File: src/rtl/dw_event_pkg.sv
// rtl/dw_event_pkg.sv - shared types, default sizes and pointer-width helper for the decision-wait event bridge
package dw_event_pkg;

   typedef enum logic {
      EVT_A = 1'b0,
      EVT_B = 1'b1
   } evt_src_e;

   localparam int SYNC_STAGES_DEF = 2;
   localparam int DEPTH_DEF       = 4;

   // Index width for a DEPTH-entry ring; a single-entry ring still needs one bit.
   function automatic int ptr_w(input int depth);
      return (depth > 1) ? $clog2(depth) : 1;
   endfunction

endpackage

File: src/rtl/dw_sync_bit.sv
// rtl/dw_sync_bit.sv - multi-flop synchroniser for one asynchronous level, cleared by async reset
module dw_sync_bit #(
   parameter int STAGES = 2
) (
   input  logic clk,
   input  logic rst,
   input  logic d,
   output logic q
);

   logic [STAGES-1:0] chain;

   always_ff @(posedge clk or posedge rst) begin
      if (rst) begin
         chain <= '0;
      end else begin
         chain <= {chain[STAGES-2:0], d};
      end
   end

   assign q = chain[STAGES-1];

endmodule

File: src/rtl/dw_event_bridge.sv
// rtl/dw_event_bridge.sv - 2-phase req/ack to clocked event FIFO bridge; EVT_TIMESTAMP_EN adds per-event timestamps
module dw_event_bridge
   import dw_event_pkg::*;
#(
   parameter int SYNC_STAGES = SYNC_STAGES_DEF,
   parameter int DEPTH       = DEPTH_DEF
`ifdef EVT_TIMESTAMP_EN
   , parameter int TS_W      = 16
`endif
) (
   input  logic                   clk,
   input  logic                   rst,
   input  logic                   req_a,
   input  logic                   req_b,
   output logic                   ack_a,
   output logic                   ack_b,
   output logic                   evt_valid,
   output logic                   evt_id,
   input  logic                   evt_ready,
`ifdef EVT_TIMESTAMP_EN
   output logic [TS_W-1:0]        evt_ts,
`endif
   output logic [$clog2(DEPTH):0] evt_count
);

   localparam int PTR_W = ptr_w(DEPTH);
   localparam int CNT_W = $clog2(DEPTH) + 1;
   localparam logic [CNT_W-1:0] DEPTH_C = CNT_W'(DEPTH);

   logic             req_a_s;
   logic             req_b_s;
   logic             pend_a;
   logic             pend_b;
   logic             pop;
   logic             push_ok;
   logic             push;
   evt_src_e         grant_id;
   logic             rr_b;
   logic [PTR_W-1:0] wptr;
   logic [PTR_W-1:0] rptr;
   logic [DEPTH-1:0] id_mem;

   dw_sync_bit #(.STAGES(SYNC_STAGES)) u_sync_a (
      .clk (clk),
      .rst (rst),
      .d   (req_a),
      .q   (req_a_s)
   );

   dw_sync_bit #(.STAGES(SYNC_STAGES)) u_sync_b (
      .clk (clk),
      .rst (rst),
      .d   (req_b),
      .q   (req_b_s)
   );

   // A source is pending while its synchronised request differs from the ack we have returned.
   always_comb begin
      pend_a   = req_a_s ^ ack_a;
      pend_b   = req_b_s ^ ack_b;
      pop      = evt_valid & evt_ready;
      push_ok  = (evt_count < DEPTH_C) | pop;
      push     = 1'b0;
      grant_id = EVT_A;
      if (push_ok) begin
         if (pend_a && pend_b) begin
            push     = 1'b1;
            grant_id = rr_b ? EVT_B : EVT_A;
         end else if (pend_a) begin
            push     = 1'b1;
            grant_id = EVT_A;
         end else if (pend_b) begin
            push     = 1'b1;
            grant_id = EVT_B;
         end
      end
   end

   always_ff @(posedge clk or posedge rst) begin
      if (rst) begin
         ack_a     <= 1'b0;
         ack_b     <= 1'b0;
         rr_b      <= 1'b0;
         wptr      <= '0;
         rptr      <= '0;
         id_mem    <= '0;
         evt_count <= '0;
      end else begin
         if (push) begin
            id_mem[wptr] <= grant_id;
            wptr         <= wptr + PTR_W'(1);
            if (grant_id == EVT_A) begin
               ack_a <= ~ack_a;
            end else begin
               ack_b <= ~ack_b;
            end
            if (pend_a && pend_b) begin
               rr_b <= ~rr_b;
            end
         end
         if (pop) begin
            rptr <= rptr + PTR_W'(1);
         end
         case ({push, pop})
            2'b10:   evt_count <= evt_count + CNT_W'(1);
            2'b01:   evt_count <= evt_count - CNT_W'(1);
            default: evt_count <= evt_count;
         endcase
      end
   end

   assign evt_valid = (evt_count != '0);
   assign evt_id    = evt_valid ? id_mem[rptr] : 1'b0;

`ifdef EVT_TIMESTAMP_EN
   logic [TS_W-1:0] ts_cnt;
   logic [TS_W-1:0] ts_mem [DEPTH];

   // Each entry captures the counter value present at its push edge.
   always_ff @(posedge clk or posedge rst) begin
      if (rst) begin
         ts_cnt <= '0;
         for (int i = 0; i < DEPTH; i++) begin
            ts_mem[i] <= '0;
         end
      end else begin
         ts_cnt <= ts_cnt + TS_W'(1);
         if (push) begin
            ts_mem[wptr] <= ts_cnt;
         end
      end
   end

   assign evt_ts = evt_valid ? ts_mem[rptr] : '0;
`endif

endmodule

File: config.mk
export PLATFORM = sky130hd
export DESIGN_NAME = dw_event_bridge
export DESIGN_NICKNAME = d
export VERILOG_FILES = /design/src/rtl/dw_event_pkg.sv /design/src/rtl/dw_sync_bit.sv /design/src/rtl/dw_event_bridge.sv
export SDC_FILE = /design/constraint.sdc
export NUM_CORES = 1
export LEC_CHECK = 0
export CAP_MARGIN = 30
export CORE_MARGIN = 2
export CORE_UTILIZATION = 40
export DETAILED_ROUTE_END_ITERATION = 16
export GPL_TIMING_DRIVEN = 0
export SETUP_SLACK_MARGIN = 0.05
export SLEW_MARGIN = 20
export SYNTH_ARGS = -nofsm -noshare
export SYNTH_HDL_FRONTEND = slang
export SYNTH_HIERARCHICAL = 1
export SYNTH_SLANG_ARGS = --single-unit
File: constraint.sdc
create_clock -name clk -period 4.5 [get_ports clk]
set_input_delay 0.675 -clock clk [delete_from_list [all_inputs] [get_ports clk]]
set_output_delay 0.675 -clock clk [all_outputs]
set_load 0.02 [all_outputs]
==> reports/metrics.csv, run 1 <==
stage;metric;value;unit
power;ir_worst_vdd;0.000371;V
route;num_vias;499;
final_layout;n_antenna_cell;0;
final_layout;layout-drive-gt1-share;11.1;%
critical_path;critPathArrivalTime;1.92;ns
place;placed_area;1010;um2
synthesis;yosys_warnings;6;
critical_path;worstSetupEndpointType;output port;
critical_path;worst_path_max_delay_cell;clkdlybuf4s50_1;
synthesis;synth.largest_area_cell;dfrtp_1;
synthesis;syn-mean-instance-area;13.2;um2
route;routedWlPerCell;12.3;um
synthesis;synth_nets;77;
route;drt_wl_total;1330;um
floorplan;rows;16;
timing;finalHoldViolations;0;
global_routing;antenna_found_initial;0;
clock_tree;clkLatencyLatePin;0.30;ns
min_path;min_to;u_sync_b/chain[1];
global_routing;grt_pass1_wl;2510;um
place;place_congestion;0.739;
floorplan;coreArea;2000;um2
floorplan;die_h;50.6;um
min_path;hp-class;reg -> reg;
floorplan;ioPinCount;12;
clock_tree;cts_buffer_depth;2;
critical_path;r2r-start;ack_a;
timing;tns;0;ns
min_path;min_from;u_sync_b/chain[0];
timing;finClkSkew;0.00646;ns
timing;fin_crit;2.59;ns
clock_tree;path_clk_slew;0.11;ns
clock_tree;ctsHoldBuffers;0;
clock_tree;cts_root_buf;clkbuf_4;
clock_tree;cts_made_buffers;3;
route;drtAntennaViolNets;0;
timing;relSlewSlack;64.5;%
floorplan;start_util;43.4;%
clock_tree;cts_sinks;18;
min_path;whs_path_depth;0;
critical_path;reg2regPathDepth;8;
final_layout;design_area;1050;um2
synthesis;synthTopCellsByArea;dfrtp_1, ha_1, xnor2_1;
critical_path;required;3.83;ns
place;dp_hpwl;1040;um
critical_path;crit_path_max_incr_delay;0.53;ns
floorplan;die_area;2560;um2
clock_tree;htreeDepth;1;
global_routing;grt_pass1_vias;544;
critical_path;worstReg2RegEnd;evt_count[2];
global_routing;grtUsageTotal;13.5;%
synthesis;synth_top_area_share;51.9;%
global_routing;grt_max_degree;15;
timing;grt_setup_unrepaired;false;
final_layout;final_common_cell;dfrtp_1;
timing;maxSlewViolCount;0;
timing;worst_pin_slew;0.532;ns
synthesis;ys_ff_latch;18;
synthesis;ys_types;24;
critical_path;rrSetupSlack;2.40;ns
final_layout;final_cell_mix;dfrtp_1, clkdlybuf4s50_1, inv_1;
synthesis;syn-cell-area;868;um2
critical_path;critPathLaunchType;flop;
power;p_leak;0.480;nW
run_status;status;complete, no violations;
flow_run;drv_cap;0;
timing;setup_viol;0;
timing;max_freq;386;MHz
clock_tree;cts_tree;done;
critical_path;cp_cell_sequence;mux4_2, and2_1, clkdlybuf4s50_1;
route;firstDrtPassIters;2;
synthesis;syn_inst;66;
clock_tree;post_cts_resized;0;
power;powerDensity;783;nW/um2
route;drc;0;
floorplan;die_x;50.6;um
final_layout;finalNetCount;93;
place;io_buffers;11;
global_routing;overflow;0;
clock_tree;cts_setup_buffers;0;
critical_path;crit_fanout;3;
timing;min_period_over_period;57.6;%
route;drt-initial-drc-count;6;
critical_path;path_class;reg -> out;
route;vias_per_cell;4.62;
final_layout;synthToLayoutAreaGrowth;20.7;%
synthesis;ys_seq_area_share;51.9;%
## routing by layer
metal | part of all wire (%) | vias to the layer above | GRT usage [%]
li1 | - | 250 | -
met1 | 50 | 241 | 17.7
met2 | 45 | 6 | 20.0
met3 | 2.6 | 2 | 2.68
met4 | 2.9 | 0 | 9.46
met5 | 0 | - | 0
## worst max-delay path by stage
stage,start,end
after detailed placement,evt_ready,evt_count[2]
final,rptr[0],evt_id
after CTS,rptr[0],evt_id
after global routing,rptr[0],evt_id
after floorplan,evt_ready,evt_count[2]
after global placement,evt_ready,evt_count[2]
## logic make-up (layout without fill, tap and decap cells)
group | Yosys count | in the layout | synth area share, %
flops | 18 | 18 | 51.9
compound gates | 12 | 12 | 11.5
xor+xnor | 11 | 11 | 12.8
buf+inv | 9 | 24 | 3.89
fa+ha+maj | 6 | 6 | 9.51
simple gates | 6 | 6 | 3.60
mux | 4 | 4 | 6.77
## sequential cells by signal, summed over array words and instances (netlist names)
register	cells
id_mem	4
evt_count	3
rptr	2
u_sync_a/chain	2
u_sync_b/chain	2
wptr	2
ack_a	1
ack_b	1
rr_b	1
## synth_stat cells (all sizes together)
cell type  instances
o21ai              1
nand3              1
mux2               2
inv                8
or3                1
xor2               6
clkbuf             1
fa                 1
ha                 5
mux4               1
nor2               1
o211a              1
and2               1
nand2              1
a22o               4
o31a               1
dfrtp             18
o211ai             4
mux2i              1
a21boi             1
nand2b             1
xnor2              5
## stage by stage
step / cells / worst slack (ns) / power, mW / util, % / hold slack, ns
5_1_grt: 108 / 1.79 / 0.893 / 52.4 / 0.379
3_3_place_gp: 104 / 1.77 / 0.718 / 50.6 / 0.332
4_1_cts: 108 / 1.88 / 0.834 / 52.4 / 0.360
2_1_floorplan: 66 / 2.34 / 0.598 / - / 0.331
3_5_place_dp: 104 / 1.75 / 0.728 / 50.6 / 0.335
6_report: 108 / 1.91 / 0.821 / 52.4 / 0.357
## final cells by class
| class | instances | area, um2 |
|---|---|---|
| plain buffers | 1 | 3.75 |
| fillers | 187 | 953 |
| well taps | 27 | 33.8 |
| flip-flops and latches | 18 | 450 |
| clock buffers | 4 | 36.3 |
| multi-input cells | 39 | 384 |
| inverters | 8 | 30.0 |
| repair buffers | 11 | 110 |
## worst max-delay path, delay by kind of cell, from the launching register on
| family | cells | cell delay, ns |
|---|---|---|
| buffers and inverters | 1 | 0.53 |
| multiplexers | 1 | 0.50 |
| flip-flops | 1 | 0.42 |
| AND/OR/NAND/NOR | 1 | 0.16 |
## report_power, final
part           total (mW)  internal, mW  switching (mW)
clock               0.103        0.0494          0.0533
combinational       0.416         0.221           0.195
sequential          0.302         0.233          0.0695
(Power assumes the default switching activity.)
==> run 2: changes to the inputs <==
clock period = 2.5 ns   (was 4.5 ns; I/O delays follow)
==> results of run 2 <==
The final DEF is identical to that of run 1. Status: complete, no violations.
Among the figures that moved: setup slack after placement 1.75 ns -> 0.0482 ns; setup slack after layout 1.91 ns -> 0.207 ns; hold slack 0.357 ns -> 0.271 ns; register-to-register setup slack 2.40 ns -> 0.40 ns; total power 0.821 mW -> 1.48 mW; worst IR drop on VDD 0.000371 V -> 0.000668 V
